### config.mk
export PLATFORM = sky130hd
export DESIGN_NAME = idex_stage
export DESIGN_NICKNAME = d
export VERILOG_FILES = /design/src/rtl/rv32i_defs.sv /design/src/rtl/idex_stage_haz_detect.sv /design/src/rtl/idex_stage.sv
export SDC_FILE = /design/constraint.sdc
export NUM_CORES = 1
export LEC_CHECK = 0
export ABC_AREA = 1
export BUFFER_PORTS_ARGS = -buffer_cell sky130_fd_sc_hd__buf_2
export CAP_MARGIN = 15
export CORE_AREA = 3 3 143 145
export CTS_CLUSTER_DIAMETER = 80
export DETAILED_ROUTE_END_ITERATION = 8
export DIE_AREA = 0 0 146 148
export PLACE_DENSITY_LB_ADDON = 0.05
export SLEW_MARGIN = 20
export SYNTH_ARGS = -nofsm -noshare
export SYNTH_HDL_FRONTEND = slang
export SYNTH_SLANG_ARGS = --single-unit
### constraint.sdc
create_clock -name clk -period 2.5 [get_ports clk]
set_input_delay 0.625 -clock clk [delete_from_list [all_inputs] [get_ports clk]]
set_output_delay 0.625 -clock clk [all_outputs]
set_load 0.1 [all_outputs]
### src/rtl/rv32i_defs.sv
// Shared RV32I core definitions: datapath/register widths and the ID/EX control bundle.
package rv32i_defs;

    localparam int XLEN          = 32;
    localparam int RF_ADDR_WIDTH = 5;
    localparam int ALU_OP_WIDTH  = 4;

    // Control bits carried from ID into EX; a bubble clears the whole bundle at once.
    typedef struct packed {
        logic                    regWrite;
        logic                    memRead;
        logic                    memWrite;
        logic                    memToReg;
        logic                    branch;
        logic [ALU_OP_WIDTH-1:0] aluOp;
    } idex_ctrl_t;

    localparam idex_ctrl_t IDEX_CTRL_NOP = '0;

endpackage

### src/rtl/idex_stage_haz_detect.sv
// Load-use hazard detector: flags an ID instruction that needs a load result still in EX.
module haz_detect
    import rv32i_defs::*;
(
    input  logic                     idValid,
    input  logic [RF_ADDR_WIDTH-1:0] idRs1,
    input  logic [RF_ADDR_WIDTH-1:0] idRs2,
    input  logic                     idUsesRs1,
    input  logic                     idUsesRs2,
    input  logic                     idMemWrite,
    input  logic                     idexValid,
    input  logic                     idexMemRead,
    input  logic [RF_ADDR_WIDTH-1:0] idexRd,
    output logic                     loadUse
);

    logic loadInEx;
    logic rs1Dep;
    logic rs2Dep;

    // A store's data operand (rs2) is forwarded at MEM, so it never needs a bubble.
    always_comb begin
        loadInEx = idValid & idexValid & idexMemRead & (idexRd != '0);
        rs1Dep   = idUsesRs1 & (idRs1 == idexRd);
        rs2Dep   = idUsesRs2 & (idRs2 == idexRd) & ~idMemWrite;
        loadUse  = loadInEx & (rs1Dep | rs2Dep);
    end

endmodule

### src/rtl/idex_stage.sv
// ID/EX pipeline register with load-use bubble insertion, flush, hold,
// same-cycle WB bypass into the captured operands and a saturating bubble counter.
module idex_stage
    import rv32i_defs::*;
#(
    parameter int XLEN      = 32,
    parameter int CNT_WIDTH = 16
) (
    input  logic                     clk,
    input  logic                     rst_n,
    input  logic                     idValid,
    input  logic [RF_ADDR_WIDTH-1:0] idRs1,
    input  logic [RF_ADDR_WIDTH-1:0] idRs2,
    input  logic [RF_ADDR_WIDTH-1:0] idRd,
    input  logic                     idUsesRs1,
    input  logic                     idUsesRs2,
    input  logic                     idRegWrite,
    input  logic                     idMemRead,
    input  logic                     idMemWrite,
    input  logic                     idMemToReg,
    input  logic                     idBranch,
    input  logic [ALU_OP_WIDTH-1:0]  idAluOp,
    input  logic [XLEN-1:0]          idRdata1,
    input  logic [XLEN-1:0]          idRdata2,
    input  logic [XLEN-1:0]          idImm,
    input  logic [XLEN-1:0]          idPc,
    input  logic                     wbRegWrite,
    input  logic [RF_ADDR_WIDTH-1:0] wbRd,
    input  logic [XLEN-1:0]          wbData,
    input  logic                     exFlush,
    input  logic                     exStall,
    output logic                     idexValid,
    output logic [RF_ADDR_WIDTH-1:0] idexRs1,
    output logic [RF_ADDR_WIDTH-1:0] idexRs2,
    output logic [RF_ADDR_WIDTH-1:0] idexRd,
    output logic                     idexRegWrite,
    output logic                     idexMemRead,
    output logic                     idexMemWrite,
    output logic                     idexMemToReg,
    output logic                     idexBranch,
    output logic [ALU_OP_WIDTH-1:0]  idexAluOp,
    output logic [XLEN-1:0]          idexRdata1,
    output logic [XLEN-1:0]          idexRdata2,
    output logic [XLEN-1:0]          idexImm,
    output logic [XLEN-1:0]          idexPc,
    output logic                     idStall,
    output logic [CNT_WIDTH-1:0]     bubbleCnt
);

    logic                     validQ;
    logic [RF_ADDR_WIDTH-1:0] rs1Q, rs2Q, rdQ;
    idex_ctrl_t               ctrlQ;
    idex_ctrl_t               idCtrl;
    logic [XLEN-1:0]          rdata1Q, rdata2Q, immQ, pcQ;
    logic [CNT_WIDTH-1:0]     cntQ;
    logic                     loadUse;
    logic                     byp1, byp2;
    logic [XLEN-1:0]          opA, opB;

    haz_detect uHaz (
        .idValid     (idValid),
        .idRs1       (idRs1),
        .idRs2       (idRs2),
        .idUsesRs1   (idUsesRs1),
        .idUsesRs2   (idUsesRs2),
        .idMemWrite  (idMemWrite),
        .idexValid   (validQ),
        .idexMemRead (ctrlQ.memRead),
        .idexRd      (rdQ),
        .loadUse     (loadUse)
    );

    // Pack decoded control and apply the WB bypass to the operands being captured.
    always_comb begin
        idCtrl.regWrite = idRegWrite;
        idCtrl.memRead  = idMemRead;
        idCtrl.memWrite = idMemWrite;
        idCtrl.memToReg = idMemToReg;
        idCtrl.branch   = idBranch;
        idCtrl.aluOp    = idAluOp;
        byp1            = wbRegWrite & (wbRd != '0) & (wbRd == idRs1);
        byp2            = wbRegWrite & (wbRd != '0) & (wbRd == idRs2);
        opA             = byp1 ? wbData : idRdata1;
        opB             = byp2 ? wbData : idRdata2;
        idStall         = (loadUse | exStall) & ~exFlush;
    end

    // Stage register: flush > hold > load-use bubble > capture (invalid ID captures as a bubble).
    always_ff @(posedge clk or negedge rst_n) begin
        if (!rst_n) begin
            validQ  <= 1'b0;
            rs1Q    <= '0;
            rs2Q    <= '0;
            rdQ     <= '0;
            ctrlQ   <= IDEX_CTRL_NOP;
            rdata1Q <= '0;
            rdata2Q <= '0;
            immQ    <= '0;
            pcQ     <= '0;
            cntQ    <= '0;
        end else if (exFlush || (!exStall && (loadUse || !idValid))) begin
            validQ  <= 1'b0;
            rs1Q    <= '0;
            rs2Q    <= '0;
            rdQ     <= '0;
            ctrlQ   <= IDEX_CTRL_NOP;
            rdata1Q <= '0;
            rdata2Q <= '0;
            immQ    <= '0;
            pcQ     <= '0;
            if (!exFlush && loadUse && (cntQ != '1))
                cntQ <= cntQ + CNT_WIDTH'(1);
        end else if (!exStall) begin
            validQ  <= 1'b1;
            rs1Q    <= idRs1;
            rs2Q    <= idRs2;
            rdQ     <= idRd;
            ctrlQ   <= idCtrl;
            rdata1Q <= opA;
            rdata2Q <= opB;
            immQ    <= idImm;
            pcQ     <= idPc;
        end
    end

    assign idexValid    = validQ;
    assign idexRs1      = rs1Q;
    assign idexRs2      = rs2Q;
    assign idexRd       = rdQ;
    assign idexRegWrite = ctrlQ.regWrite;
    assign idexMemRead  = ctrlQ.memRead;
    assign idexMemWrite = ctrlQ.memWrite;
    assign idexMemToReg = ctrlQ.memToReg;
    assign idexBranch   = ctrlQ.branch;
    assign idexAluOp    = ctrlQ.aluOp;
    assign idexRdata1   = rdata1Q;
    assign idexRdata2   = rdata2Q;
    assign idexImm      = immQ;
    assign idexPc       = pcQ;
    assign bubbleCnt    = cntQ;

endmodule

## Word-level counts from Yosys, hierarchy flattened

Cells that the tools add are included.

- Output and inout bits: 170
- Logic and storage cells: 68
- Register bits after elaboration: 169

- Bitwise gates (word level): 15
- Add/subtract/negate cells: 1
- Mux-type cells: 20
- Reductions and logical operators: 11
- Eq/ne operators: 6

Operator list:

| kind | number |
|---|---|
| two-way mux 32 bit | 10 |
| two-way mux 5 bit | 6 |
| == test 5 bit | 4 |
| two-way mux 9 bit | 2 |
| adder 16 x 1 -> 16 bit, second input constant | 1 |
| inequality test 16 bit, second input constant | 1 |
| AND 1 bit | 11 |
| nonzero test 5 bit | 2 |
| logical AND 1 bit | 3 |
| logical NOT 1 bit | 3 |
| logical OR 1 bit | 2 |
| two-way mux 1 bit | 2 |
| inequality test 2 x 1 -> 1 bit, second input constant | 1 |
| inverter 1 bit | 2 |
| bitwise OR 1 bit | 2 |
| AND reduction 2 bit | 1 |

## Longest topological paths before layout

Gate-level depths: netlist of run 1.

- Word-level depth: 9
- Depth in mapped cells: 13

## By module

Synthesis of run 1 repeated with hierarchy kept, for this count alone.

- Cells, all modules: 940
- Area total of the unflattened synthesis: 8059.0 sq um

By module, submodules not included:

| module | area each (sq um) | instances | cells an instance |
|---|---|---|---|
| idex_stage | 7822.5 | 1 | 883 |
| haz_detect | 236.5 | 1 | 57 |

## Worst setup path before layout of run 1

Ideal clock, no wire load.

- Path type: reg-to-output
- Start point: reg rdQ[3] (netlist: idexRd[3])
- End point: out idStall
- Required time: 1.875 ns
- Path slack: -0.382 ns
- Arrival: 2.257 ns
- Cell stages (with the launch flop): 9
- Cells stage by stage: dfrtp_1 inv_1 nand2_1 nand2_1 nor2_1 nand3_1 nand2_2 nand3_2 nand2_1

- Word-level cells in the longest chain between the ends: 7

RTL lines:

| item | line | text |
|---|---|---|
| start: declaration | idex_stage.sv:51 | `logic [RF_ADDR_WIDTH-1:0] rs1Q, rs2Q, rdQ;` |
| start signal: assignment | idex_stage.sv:117 | `rdQ <= idRd;` |
| == test 5 bit | idex_stage_haz_detect.sv:25 | `rs2Dep = idUsesRs2 & (idRs2 == idexRd) & ~idMemWrite;` |
| AND 1 bit (2 in series) | idex_stage_haz_detect.sv:25 |  |
| bitwise OR 1 bit | idex_stage_haz_detect.sv:26 | `loadUse = loadInEx & (rs1Dep \| rs2Dep);` |
| AND 1 bit (*) | idex_stage_haz_detect.sv:26 |  |
| bitwise OR 1 bit (*) | idex_stage.sv:85 | `idStall = (loadUse \| exStall) & ~exFlush;` |
| AND 1 bit (*) | idex_stage.sv:85 |  |
| end: declaration | idex_stage.sv:46 | `output logic idStall,` |

Mark *: on every way between the ends. The rest lies on a longest branch, timed or not.

## Worst setup path in the final report of run 1

Ends and elaborated chain as after synthesis.

==> run summary, run 1 <==
PWR
----------------------------------------------------------------------------------------------------
Net switching power ...................................................................      3.43 mW
Power density normalized to cell area .................................................  728 nW/um^2
Total leakage power ...................................................................      7.08 nW
Cell-internal power ...................................................................      5.08 mW
Worst VDD drop ........................................................................   0.000433 V
Overall power of the completed layout .................................................      8.51 mW
Switching fraction of total power .....................................................        40.3%
Relative contribution of sequential cells to total power ..............................        35.8%
Fraction of power consumed by combinational cells .....................................        31.0%
Clock network power share .............................................................        33.2%

SETUP PATH
----------------------------------------------------------------------------------------------------
Origin of the critical flop-to-flop path .............................................. idexRd[3]$_DFFE_PN0P_
Worst path required time ..............................................................      1.88 ns
Classification of the worst setup path ................................................      reg2out
CP max stage delay ....................................................................      0.38 ns
Register-to-register setup slack ......................................................      0.36 ns
Nature of the critical path startpoint ................................................    flip-flop
CP Launch Point ....................................................................... idexRd[3]$_DFFE_PN0P_
CP cell instances ..................................................................... inv_1, nand2_1, nand2_1, nor2_1, nand3_1, nand2_2, nand3_2, nand2_2, buf_12
Slowest cell on the critical path .....................................................      dfrtp_2
Kind of capture point of the worst setup path ......................................... primary output
Critical path peak fanout .............................................................            5
Arrival time at the worst endpoint ....................................................      1.74 ns

CLOCK NETWORK
----------------------------------------------------------------------------------------------------
CTS tree ..............................................................................          yes
Clock tree sinks ......................................................................          169
Hold Buf Count CTS ....................................................................            0
Clock Root Buffer .....................................................................    clkbuf_16
Clock-pin slew reported for the worst setup and hold paths after clock tree synthesis .      0.07 ns
Bufs on Longest Clock Path ............................................................            2
Number of CTS-inserted buffers ........................................................           17
Depth of the CTS H-tree ...............................................................            4
Clk_lat worst skew ....................................................................      0.43 ns

TIMING
----------------------------------------------------------------------------------------------------
Total negative setup slack ............................................................         0 ns
Final period demand of the worst path .................................................      2.37 ns
Number of hold-slack violations in the final timing report ............................            0
RSZ-0062 raised after global routing ..................................................        false
Fin crit share ........................................................................        94.7%
Maximum clock frequency ...............................................................      422 MHz
Worst slew pin tran ...................................................................     0.888 ns
Final-report setup violation count ....................................................            0
Worst slew margin relative to its limit ...............................................        40.8%
Worst clock skew ......................................................................    0.0130 ns
Count of pins over their slew limit ...................................................            0

YOSYS
----------------------------------------------------------------------------------------------------
Number of different library cells in the post-synthesis netlist .......................           28
Syn nets ..............................................................................         1386
Largest area contributor in the synthesized netlist ...................................      dfrtp_1
Area share of the largest cell type after synthesis ...................................        47.5%
Part of the Yosys area used for sequential elements ...................................        47.5%
Netlist Area Pre-Place ................................................................   8910 sq um
Average instance area after synthesis .................................................   7.50 sq um
Number of instances in the synthesized netlist ........................................         1188
Synth warn ............................................................................            0
Register bit total from synthesis .....................................................          169
Largest cells by area after synthesis ................................................. dfrtp_1 (47%), nand2_1 (15%), nand3_1 (9.9%), inv_1 (8.2%), o21bai_1 (6.7%)

ROUTE
----------------------------------------------------------------------------------------------------
Detailed-route via count ..............................................................         8615
DRC viols .............................................................................            0
Drt total wl ..........................................................................     28200 um
Post-detailed-route via-to-cell ratio .................................................         4.76
Violation count after the first detailed-routing iteration ............................          424
ANT nets after route ..................................................................            0
Drt pass-1 iters ......................................................................            5
WL per Instance .......................................................................      15.6 um

GLOBAL ROUTING
----------------------------------------------------------------------------------------------------
Number of global-route vias before repair .............................................         8334
Remaining global-route overflow .......................................................            0
Maximum number of pins on one net before global-route repair ..........................           84
Initial antenna violation count .......................................................            3
Total global-route track usage ........................................................        25.8%
Wire length of the first global-routing pass ..........................................     44600 um

FLOORPLAN
----------------------------------------------------------------------------------------------------
Number of top-level pins ..............................................................          367
Overall die area ......................................................................  21600 sq um
Area of the placeable core ............................................................  19300 sq um
Vertical extent of the die ............................................................       148 um
Die W .................................................................................       146 um
Rows ..................................................................................           51
Initial cell density of the core ......................................................        46.1%

JOB
----------------------------------------------------------------------------------------------------
Max-cap violation count ...............................................................            0

CELLS AND AREA
----------------------------------------------------------------------------------------------------
Synthesis-to-finish area growth .......................................................        31.3%
Most common cell after layout, fill and taps aside ....................................        buf_2
Final #Nets ...........................................................................         1730
Ratio of cells with drive above 1 in the final layout .................................        29.1%
Most frequent cells in the layout ..................................................... buf_2 (364), nand2_1 (356), inv_1 (193), nand3_1 (176), dfrtp_1 (163)
Non-Filler Cell Area, Final ...........................................................  11700 sq um
Fill cells ............................................................................         1879

PLACEMENT
----------------------------------------------------------------------------------------------------
Cell area after placement .............................................................  11000 sq um
Final RePlAce weighted congestion .....................................................        0.872
PortBufs ..............................................................................          366
Placed wire-length estimate after detailed placement ..................................     20000 um

MIN PATH
----------------------------------------------------------------------------------------------------
Classification of the worst-slack hold path ...........................................     in2async

STATUS
----------------------------------------------------------------------------------------------------
Run status ............................................................................ complete, no violations

[Yosys cell counts]
master	number
a21oi_1	1
a21oi_4	1
and2_1	1
buf_1	6
buf_2	19
buf_4	3
buf_6	7
clkbuf_1	29
dfrtp_1	169
ha_1	1
inv_1	194
inv_2	5
nand2_1	357
nand2_2	3
nand2_4	2
nand3_1	176
nand3_2	2
nand4_2	1
nor2_1	88
nor2_2	2
nor3_1	6
nor3_4	2
nor4_2	1
o21ai_0	7
o21ai_1	1
o21bai_1	80
xnor2_1	4
xor2_1	20
[final timing paths]
kind / end / cells past startpoint
max in group asynchronous: idexRs2[2]$_DFFE_PN0P_ / 2
min in group clk: idexPc[6]$_DFFE_PN0P_ / 3
worst min register to register: idexPc[31]$_DFFE_PN0P_ / 2
worst max register to register: idexPc[13]$_DFFE_PN0P_ / 11
worst max-delay path: idStall / 9
worst min-delay path: idexImm[3]$_DFFE_PN0P_ / 1
[worst max-delay path: cells and delay by family, from the launching register on]
kind,cells,cell delay (ns)
AND/OR/NAND/NOR,7,0.67
flip-flops,1,0.38
buffers and inverters,2,0.27
[stage by stage]
| stage | hold slack (ns) | setup slack, ns | std cells | util, % |
|---|---|---|---|---|
| 2_1_floorplan | 0.329 | 0.0160 | 1188 | - |
| 3_3_place_gp | 0.458 | 0.0881 | 1775 | 57.0 |
| 6_report | 0.143 | 0.133 | 1811 | 60.5 |
| 3_5_place_dp | 0.460 | 0.0758 | 1775 | 57.0 |
| 4_1_cts | 0.146 | 0.0467 | 1806 | 60.3 |
| 5_1_grt | 0.154 | 0.0123 | 1811 | 60.5 |
[layer usage]
metal	global-route usage, %	vias to the layer above	part of all wire (%)
met2	42.1	328	48
met1	33.2	3939	42
met4	8.47	2	2.1
li1	-	4310	-
met3	7.60	36	8.5
met5	0	-	0.046
[sequential cells by signal, indices dropped and copies added, names as in the netlist, 5 cells and up]
name,flops
idexPc,32
idexRd,5
idexRs2,5
bubbleCnt,16
idexRdata2,32
idexImm,32
idexRs1,5
idexRdata1,32
[power by group through the flow]
stage / logic, mW / clock network (mW) / registers [mW]
3_5_place_dp: 2.65 / 0 / 3.09
5_1_grt: 2.78 / 2.99 / 3.07
2_1_floorplan: 0.515 / 0 / 4.58
6_report: 2.64 / 2.82 / 3.05
4_1_cts: 2.65 / 2.88 / 3.04
3_3_place_gp: 2.64 / 0 / 3.09
[cell type report]
| type | instances | area [sq um] | area share, % |
|---|---|---|---|
| Antenna cell | 2 | 5.00 | 0.0428 |
| Inverter | 199 | 752 | 6.43 |
| Timing Repair Buffer | 389 | 2110 | 18.1 |
| Clock buffer | 18 | 429 | 3.67 |
| Tap cell | 265 | 332 | 2.84 |
| Clock inverter | 13 | 194 | 1.66 |
| Sequential cell | 169 | 4240 | 36.2 |
| Multi-Input combinational cell | 756 | 3630 | 31.0 |
[cells by family after synthesis]
| kind of cell | after synthesis | share of synthesized area, % |
|---|---|---|
| AOI/OAI and AO/OA | 90 | 7.43 |
| buffers and inverters | 263 | 12.1 |
| xor gates and xnor gates | 24 | 2.36 |
| adders and majority gates | 1 | 0.140 |
| and+or+nand+nor | 641 | 30.5 |
| DFF | 169 | 47.5 |
[what timing repair did]
| item | 4_1_cts | 5_1_grt |
|---|---|---|
| endpoints found under the setup margin | 1 | 1 |
| cloned | 0 | 0 |
| pin swaps | 0 | 1 |
| gates resized for setup | 1 | 2 |
| setup buffers | 0 | 3 |
Note: power is estimated with default switching activity, not from simulation.
==> inputs of run 2 (changes only) <==
Settings changed: SYNTH_HIERARCHICAL set to 1.
==> run 2 against run 1 <==
Clock skew is 0.0021 ns higher. Cell area is 6.8% lower. Register-to-register slack better by 0.05 ns. Critical path depth stayed put.
==> run summary, run 2 <==
STATUS
----------------------------------------------------------------------------------------------------
Run status ............................................................................ complete, no violations

ROUTE
----------------------------------------------------------------------------------------------------
Detailed-route via count ..............................................................         7676   -11%
DRC viols .............................................................................            0   unchanged
Post-detailed-route via-to-cell ratio .................................................         4.87   +2.3%
Drt total wl ..........................................................................     26000 um   -7.9%
ANT nets after route ..................................................................            0   unchanged
Drt pass-1 iters ......................................................................            5   unchanged
Violation count after the first detailed-routing iteration ............................          403   -5.0%
WL per Instance .......................................................................      16.5 um   +5.8%

CLOCK NETWORK
----------------------------------------------------------------------------------------------------
Hold Buf Count CTS ....................................................................            0   unchanged
Clock tree sinks ......................................................................          169   unchanged
CTS tree ..............................................................................          yes
Bufs on Longest Clock Path ............................................................            2   unchanged
Clock-pin slew reported for the worst setup and hold paths after clock tree synthesis .      0.08 ns   about the same
Clk_lat worst skew ....................................................................      0.43 ns   about the same
Depth of the CTS H-tree ...............................................................            4   unchanged
Number of CTS-inserted buffers ........................................................           17   unchanged
Clock Root Buffer .....................................................................    clkbuf_16

PLACEMENT
----------------------------------------------------------------------------------------------------
Placed wire-length estimate after detailed placement ..................................     19000 um   -5.2%
Final RePlAce weighted congestion .....................................................        0.873   about the same
Cell area after placement .............................................................  10300 sq um   -6.8%
PortBufs ..............................................................................          366   unchanged

CELLS AND AREA
----------------------------------------------------------------------------------------------------
Most frequent cells in the layout ..................................................... buf_2 (364), nand2_1 (278), dfrtp_1 (164), inv_1 (126), nand3_1 (109)
Ratio of cells with drive above 1 in the final layout .................................        34.8%   +5.7 points
Finished Core Util ....................................................................        56.4%   -4.1 points
Area occupied by multi-input gates ....................................................   3070 sq um   -15%
Non-Filler Cell Area, Final ...........................................................  10900 sq um   -6.8%
Most common cell after layout, fill and taps aside ....................................        buf_2
Register area .........................................................................   4240 sq um   about the same
Final #Nets ...........................................................................         1492   -14%
Synthesis-to-finish area growth .......................................................        35.3%
Fill cells ............................................................................         1874   -0.27%

PWR
----------------------------------------------------------------------------------------------------
Power density normalized to cell area .................................................  639 nW/um^2   -12%
Total leakage power ...................................................................      6.55 nW   -7.5%
Worst VDD drop ........................................................................   0.000388 V   -10%

FLOORPLAN
----------------------------------------------------------------------------------------------------
Rows ..................................................................................           51   unchanged
Overall die area ......................................................................  21600 sq um   unchanged
Die W .................................................................................       146 um   unchanged
Number of top-level pins ..............................................................          367   unchanged
Vertical extent of the die ............................................................       148 um   unchanged
Area of the placeable core ............................................................  19300 sq um   unchanged
Initial cell density of the core ......................................................        41.7%   -4.4 points

GLOBAL ROUTING
----------------------------------------------------------------------------------------------------
Total global-route track usage ........................................................        23.7%   -2.1 points
Number of global-route vias before repair .............................................         7481   -10%
Maximum number of pins on one net before global-route repair ..........................           71   -15%
Initial antenna violation count .......................................................            6   +3
Remaining global-route overflow .......................................................            0   unchanged
Wire length of the first global-routing pass ..........................................     40900 um   -8.4%

YOSYS
----------------------------------------------------------------------------------------------------
Most used standard cells in the synthesized netlist ................................... nand2_1 (278), dfrtp_1 (169), inv_1 (127)
Largest area contributor in the synthesized netlist ...................................      dfrtp_1
Synth warn ............................................................................            6   +6
Netlist Area Pre-Place ................................................................   8060 sq um   -9.5%
Part of the Yosys area used for sequential elements ...................................        52.5%   +5.0 points
Register bit total from synthesis .....................................................          169   unchanged
Average instance area after synthesis .................................................   8.57 sq um   +14%
Largest cells by area after synthesis ................................................. dfrtp_1 (52%), nand2_1 (13%), a22o_1 (9.2%), nand3_1 (6.8%), inv_1 (5.9%)
Area share of the largest cell type after synthesis ...................................        52.5%   +5.0 points
Main flop type after synthesis ........................................................      dfrtp_1
Number of synthesized flops with an enable pin ........................................            0   unchanged
Number of instances in the synthesized netlist ........................................          940   -21%
Number of different library cells in the post-synthesis netlist .......................           27   -3.6%
Most frequent cell after synthesis ....................................................      nand2_1
Syn nets ..............................................................................         1138   -18%
Fraction of registers with async set/reset ............................................         100%   unchanged

SETUP PATH
----------------------------------------------------------------------------------------------------
Critical path peak fanout .............................................................            2   -3
Nature of the critical path startpoint ................................................   input port
Classification of the worst setup path ................................................       in2out
Slowest cell on the critical path .....................................................       nor2_1
CP max stage delay ....................................................................      0.22 ns   -0.16 ns
CP cell instances ..................................................................... buf_2, nor2_1, nand2_1, nor2_1, nand3_1, a21oi_2, nand2_1, o21ai_2, buf_12
Dominant delay contributor by cell family on the critical path ........................ simple AND/OR/NAND/NOR gates
Critical path buffers and inverters ...................................................            2   unchanged
Arrival time at the worst endpoint ....................................................      1.76 ns   +0.02 ns
Worst path required time ..............................................................      1.88 ns   about the same
Kind of capture point of the worst setup path ......................................... primary output

TIMING
----------------------------------------------------------------------------------------------------
Worst clock skew ......................................................................    0.0151 ns   +0.00210 ns
Final-report setup violation count ....................................................            0   unchanged
Number of hold-slack violations in the final timing report ............................            0   unchanged
RSZ-0062 raised after global routing ..................................................        false
Total negative setup slack ............................................................         0 ns   unchanged
Final period demand of the worst path .................................................      2.38 ns   +0.0173 ns
Maximum clock frequency ...............................................................      419 MHz   -0.73%
Worst slew margin relative to its limit ...............................................        65.6%   +25 points
Count of pins over their slew limit ...................................................            0   unchanged
Worst slew pin tran ...................................................................     0.513 ns   -0.375 ns
Fin crit share ........................................................................        95.4%   +0.69 points

JOB
----------------------------------------------------------------------------------------------------
Max-cap violation count ...............................................................            0   unchanged

MIN PATH
----------------------------------------------------------------------------------------------------
Classification of the worst-slack hold path ...........................................     in2async

## run 2: changes by cell type in the layout (fill, tap and decap cells not counted), moves of 7 or more
cell | before | now
a22o_1 | 0 | 85
inv_1 | 193 | 126
nand2_1 | 356 | 278
nand3_1 | 176 | 109
nand4_1 | 0 | 38
nor2_1 | 85 | 21
o21ai_2 | 0 | 7
o21bai_1 | 80 | 0
xor2_1 | 20 | 11
## run 2: per-stage QoR
step | std cells | power (mW) | setup slack [ns] | hold slack, ns
2_1_floorplan | 940 | 3.94 | 0.106 | 0.329
3_5_place_dp | 1538 | 4.41 | 0.148 | 0.460
6_report | 1577 | 6.97 | 0.115 | 0.121
5_1_grt | 1577 | 7.26 | 0.00905 | 0.131
4_1_cts | 1570 | 7.06 | 0.0686 | 0.121
3_3_place_gp | 1538 | 4.41 | 0.117 | 0.458
## run 2: layout make-up
type                    instances  area share, %
well taps                     265           3.04
flip-flops and latches        169           38.8
multi-input cells             583           28.2
repair buffers                390           19.7
clock inverters                14           1.46
inverters                     133           4.63
clock buffers                  18           4.03
diodes                          5          0.115
## run 2: kinds of logic (layout without fill, tap and decap cells)
group	count (synthesis)	count (layout)	synth area share, %
and+or+nand+nor	467	467	25.6
xor gates and xnor gates	17	17	1.85
other	0	5	0
AOI/OAI and AO/OA	98	98	10.4
DFF	169	169	52.5
adders and majority gates	1	1	0.155
buffers and inverters	188	555	9.52
## run 2: power by group
group	total (mW)	internal, mW	switching [mW]	leakage [nW]
logic	1.47	0.323	1.14	3.99
clock network	2.62	1.37	1.25	0.288
registers	2.88	2.83	0.0566	2.27
total	6.97	4.52	2.45	6.55
## run 2: final timing paths
path / start / to / slack, ns / depth (start not counted)
setup / recovery: idMemWrite / idStall / 0.12 / 9
hold / removal: rst_n / bubbleCnt[5]$_DFFE_PN0P_ / 0.12 / 1
setup reg to reg: idexRd[2]$_DFFE_PN0P_ / idexRdata2[7]$_DFFE_PN0P_ / 0.41 / 13
hold reg to reg: idexRdata2[3]$_DFFE_PN0P_ / idexRdata2[3]$_DFFE_PN0P_ / 0.47 / 2
max in group asynchronous: rst_n / idexImm[10]$_DFFE_PN0P_ / 1.72 / 2
min in group clk: idImm[18] / idexImm[18]$_DFFE_PN0P_ / 0.41 / 2
## run 2: per-layer routing
layer | vias up | wire length (um) | track usage, %
met5 | - | 13 | 0
met4 | 2 | 614 | 8.84
met3 | 39 | 1850 | 5.82
met2 | 299 | 12700 | 38.8
met1 | 3571 | 10800 | 30.8
li1 | 3765 | - | -
## run 2: what timing repair did
action,CTS,global route
resized for setup,0,1
setup buffers,0,2
endpoints found under the setup margin,0,1
## run 2: worst register-to-register path, delay by kind of cell (launching register included)
family	cells	cell delay [ns]
flops	1	0.45
buf+inv	4	0.79
simple gates	8	0.73
compound gates	1	0.07
==> inputs of run 3 (changes only) <==
Settings changed: CORE_AREA 3 3 143 145 to unset, CORE_ASPECT_RATIO set to 0.8, CORE_MARGIN set to 3, CORE_UTILIZATION set to 30, DIE_AREA 0 0 146 148 to unset.
Clock period 2.5 ns to 2.05 ns, I/O delays scaled along.
==> run 3 against run 2 <==
Highest routed layer unchanged. Largest power group unchanged. Clock power increased by 20%. The flow now finishes with violations (setup timing). Sequential cell count unchanged. Setup slack worse by 0.43 ns. Core utilization decreased by 12 points. Global-route usage decreased by 4.6 points. Die area rose by 34%. Sequential share of layout area shrank 1.7 points. Clock skew hardly changed. Sequential power up 22%. Non-clock buffer count is 26 higher. Combinational power grew 29%. First-iteration DRC count rose by 5.5%.
==> run summary, run 3 (synthesized netlist as in run 2, its figures left out) <==
CLOCK NETWORK
----------------------------------------------------------------------------------------------------
Clock tree sinks ......................................................................          169   unchanged
CTS tree ..............................................................................          yes
Depth of the CTS H-tree ...............................................................            4   unchanged
Hold Buf Count CTS ....................................................................            0   unchanged
Bufs on Longest Clock Path ............................................................            2   unchanged
Number of CTS-inserted buffers ........................................................           17   unchanged
Clk_lat worst skew ....................................................................      0.43 ns   about the same
Clock Root Buffer .....................................................................    clkbuf_16
Clock-pin slew reported for the worst setup and hold paths after clock tree synthesis .      0.08 ns   about the same

SETUP PATH
----------------------------------------------------------------------------------------------------
Arrival time at the worst endpoint ....................................................      1.85 ns   +0.09 ns
Worst path required time ..............................................................      1.54 ns   -0.34 ns
End point of the critical path ........................................................      idStall
Register-to-register setup slack ......................................................      0.05 ns   -0.36 ns
Endpoint of the worst register-to-register path ....................................... idexRs2[2]$_DFFE_PN0P_
Classification of the worst setup path ................................................      reg2out
CP Launch Point ....................................................................... idexRd[0]$_DFFE_PN0P_
Kind of capture point of the worst setup path ......................................... primary output
Origin of the critical flop-to-flop path .............................................. idexRd[0]$_DFFE_PN0P_
Depth of the most critical reg-to-reg path ............................................           12   -1
Critical path peak fanout .............................................................            5   +3
Nature of the critical path startpoint ................................................    flip-flop

ROUTE
----------------------------------------------------------------------------------------------------
WL per Instance .......................................................................      17.5 um   +6.1%
Detailed-route via count ..............................................................         7846   +2.2%
Drt pass-1 iters ......................................................................            5   unchanged
DRC viols .............................................................................            0   unchanged
Violation count after the first detailed-routing iteration ............................          425   +5.5%
Post-detailed-route via-to-cell ratio .................................................         4.64   -4.6%
ANT nets after route ..................................................................            0   unchanged
Drt total wl ..........................................................................     29600 um   +14%

GLOBAL ROUTING
----------------------------------------------------------------------------------------------------
Total global-route track usage ........................................................        19.1%   -4.6 points
Number of global-route vias before repair .............................................         7849   +4.9%
Wire length of the first global-routing pass ..........................................     43700 um   +6.8%
Initial antenna violation count .......................................................            8   +2
Maximum number of pins on one net before global-route repair ..........................           78   +9.9%
Remaining global-route overflow .......................................................            0   unchanged

TIMING
----------------------------------------------------------------------------------------------------
Fin crit share ........................................................................         115%
Maximum clock frequency ...............................................................      422 MHz
Worst slew pin tran ...................................................................     0.517 ns   +0.00386 ns
Final-report setup violation count ....................................................            1   +1
Worst clock skew ......................................................................    0.0147 ns   -0.000360 ns
Count of pins over their slew limit ...................................................            0   unchanged
RSZ-0062 raised after global routing ..................................................         true
Final period demand of the worst path .................................................      2.37 ns
Worst slew margin relative to its limit ...............................................        65.3%   -0.26 points
Number of hold-slack violations in the final timing report ............................            0   unchanged
Worst setup slack after layout ........................................................    -0.317 ns   -0.433 ns

PWR
----------------------------------------------------------------------------------------------------
Switching fraction of total power .....................................................        35.5%   +0.35 points
Fraction of power consumed by combinational cells .....................................        22.1%   +1.0 points
Net switching power ...................................................................      3.04 mW   +24%
Overall power of the completed layout .................................................      8.55 mW   +23%
Worst VDD drop ........................................................................   0.000533 V   +37%
Clock network power share .............................................................        36.7%   -0.8 points
Power density normalized to cell area .................................................  746 nW/um^2   +17%
Relative contribution of sequential cells to total power ..............................        41.2%   -0.2 points
Cell-internal power ...................................................................      5.51 mW   +22%
Total leakage power ...................................................................      6.72 nW   +2.6%

CELLS AND AREA
----------------------------------------------------------------------------------------------------
Final #Nets ...........................................................................         1519   +1.8%
Most frequent cells in the layout ..................................................... buf_2 (364), nand2_1 (276), dfrtp_1 (155), inv_1 (126), nand3_1 (108)
Finished Core Util ....................................................................        44.4%   -12 points
Fill cells ............................................................................         2660   +42%
Synthesis-to-finish area growth .......................................................        42.2%
Most common cell after layout, fill and taps aside ....................................        buf_2
Ratio of cells with drive above 1 in the final layout .................................        37.1%   +2.3 points

STATUS
----------------------------------------------------------------------------------------------------
Violations in the final reports ....................................................... setup timing
Run status ............................................................................ complete, but fails checks

FLOORPLAN
----------------------------------------------------------------------------------------------------
Die W .................................................................................       189 um   +30%
Vertical extent of the die ............................................................       153 um   +3.1%
Area of the placeable core ............................................................  25800 sq um   +34%
Overall die area ......................................................................  28900 sq um   +34%
Number of top-level pins ..............................................................          367   unchanged
Rows ..................................................................................           52   +2.0%
Initial cell density of the core ......................................................        31.2%   -10 points

PLACEMENT
----------------------------------------------------------------------------------------------------
Placed wire-length estimate after detailed placement ..................................     20500 um   +7.9%
Final RePlAce weighted congestion .....................................................        0.857   -1.8%
Pre-CTS setup slack ...................................................................    -0.135 ns   -0.283 ns
PortBufs ..............................................................................          366   unchanged

MIN PATH
----------------------------------------------------------------------------------------------------
Classification of the worst-slack hold path ...........................................     in2async

JOB
----------------------------------------------------------------------------------------------------
Max-cap violation count ...............................................................            0   unchanged

run 3: what timing repair did:
item / CTS / global route
resized for setup: 5 / 19
pin swaps: 7 / 1
buffers inserted: 3 / 4
cloned: 0 / 11
endpoints found under the setup margin: 1 / 154
run 3: metal layers:
layer	part of all wire (%)	GRT usage [%]
met1	44	25.8
met2	46	29.5
met3	7.2	5.77
met4	2.0	6.19
met5	0.16	0
run 3: worst min path at each step:
stage | start | endpoint | slack (ns) | cells past startpoint
3_5_place_dp | idexRdata1[21]$_DFFE_PN0P_ | idexRdata1[21]$_DFFE_PN0P_ | 0.46 | 2
4_1_cts | rst_n | bubbleCnt[11]$_DFFE_PN0P_ | 0.009 | 1
5_1_grt | rst_n | bubbleCnt[11]$_DFFE_PN0P_ | 0.02 | 1
3_3_place_gp | idexRdata1[0]$_DFFE_PN0P_ | idexRdata1[0]$_DFFE_PN0P_ | 0.46 | 2
6_report | rst_n | bubbleCnt[11]$_DFFE_PN0P_ | 0.01 | 1
2_1_floorplan | rst_n | bubbleCnt[0]$_DFFE_PN0P_ | 0.22 | 0
run 3: final cells by class:
class / count / area, sq um / share of cell area, %
Sequential cell: 169 / 4260 / 37.2
Multi-Input combinational cell: 583 / 3110 / 27.2
Timing Repair Buffer: 416 / 2540 / 22.2
Inverter: 133 / 519 / 4.53
Tap cell: 351 / 439 / 3.83
Clock buffer: 18 / 429 / 3.75
Clock inverter: 14 / 134 / 1.17
Antenna cell: 5 / 12.5 / 0.109
Timing Repair inverter: 1 / 8.76 / 0.0764
run 3: power groups by stage:
| stage | clock network (mW) | registers, mW | logic [mW] |
|---|---|---|---|
| 6_report | 3.14 | 3.52 | 1.89 |
| 5_1_grt | 3.38 | 3.53 | 2.00 |
| 4_1_cts | 3.24 | 3.52 | 1.85 |
| 3_5_place_dp | 0 | 3.58 | 1.85 |
| 3_3_place_gp | 0 | 3.58 | 1.84 |
| 2_1_floorplan | 0 | 4.43 | 0.374 |
run 3: critical path: stages, from the launching register on:
cell and delay, ns:
dfrtp_4 0.51, nand2_1 0.08, nand2_1 0.06, nor2_2 0.10, nand3_1 0.14, a21oi_2 0.19, nand2_2 0.09, o21ai_4 0.08
buf_12 0.19
run 3: stage by stage:
| stage | std cells | instance area [sq um] | hold slack, ns | setup TNS (ns) |
|---|---|---|---|---|
| 2_1_floorplan | 940 | 8100 | 0.217 | 0 |
| 3_3_place_gp | 1635 | 10500 | 0.458 | -0.508 |
| 3_5_place_dp | 1635 | 10500 | 0.461 | -2.45 |
| 4_1_cts | 1670 | 11100 | 0.00926 | -0.311 |
| 5_1_grt | 1689 | 11500 | 0.0177 | -0.555 |
| 6_report | 1690 | 11500 | 0.0103 | -0.317 |
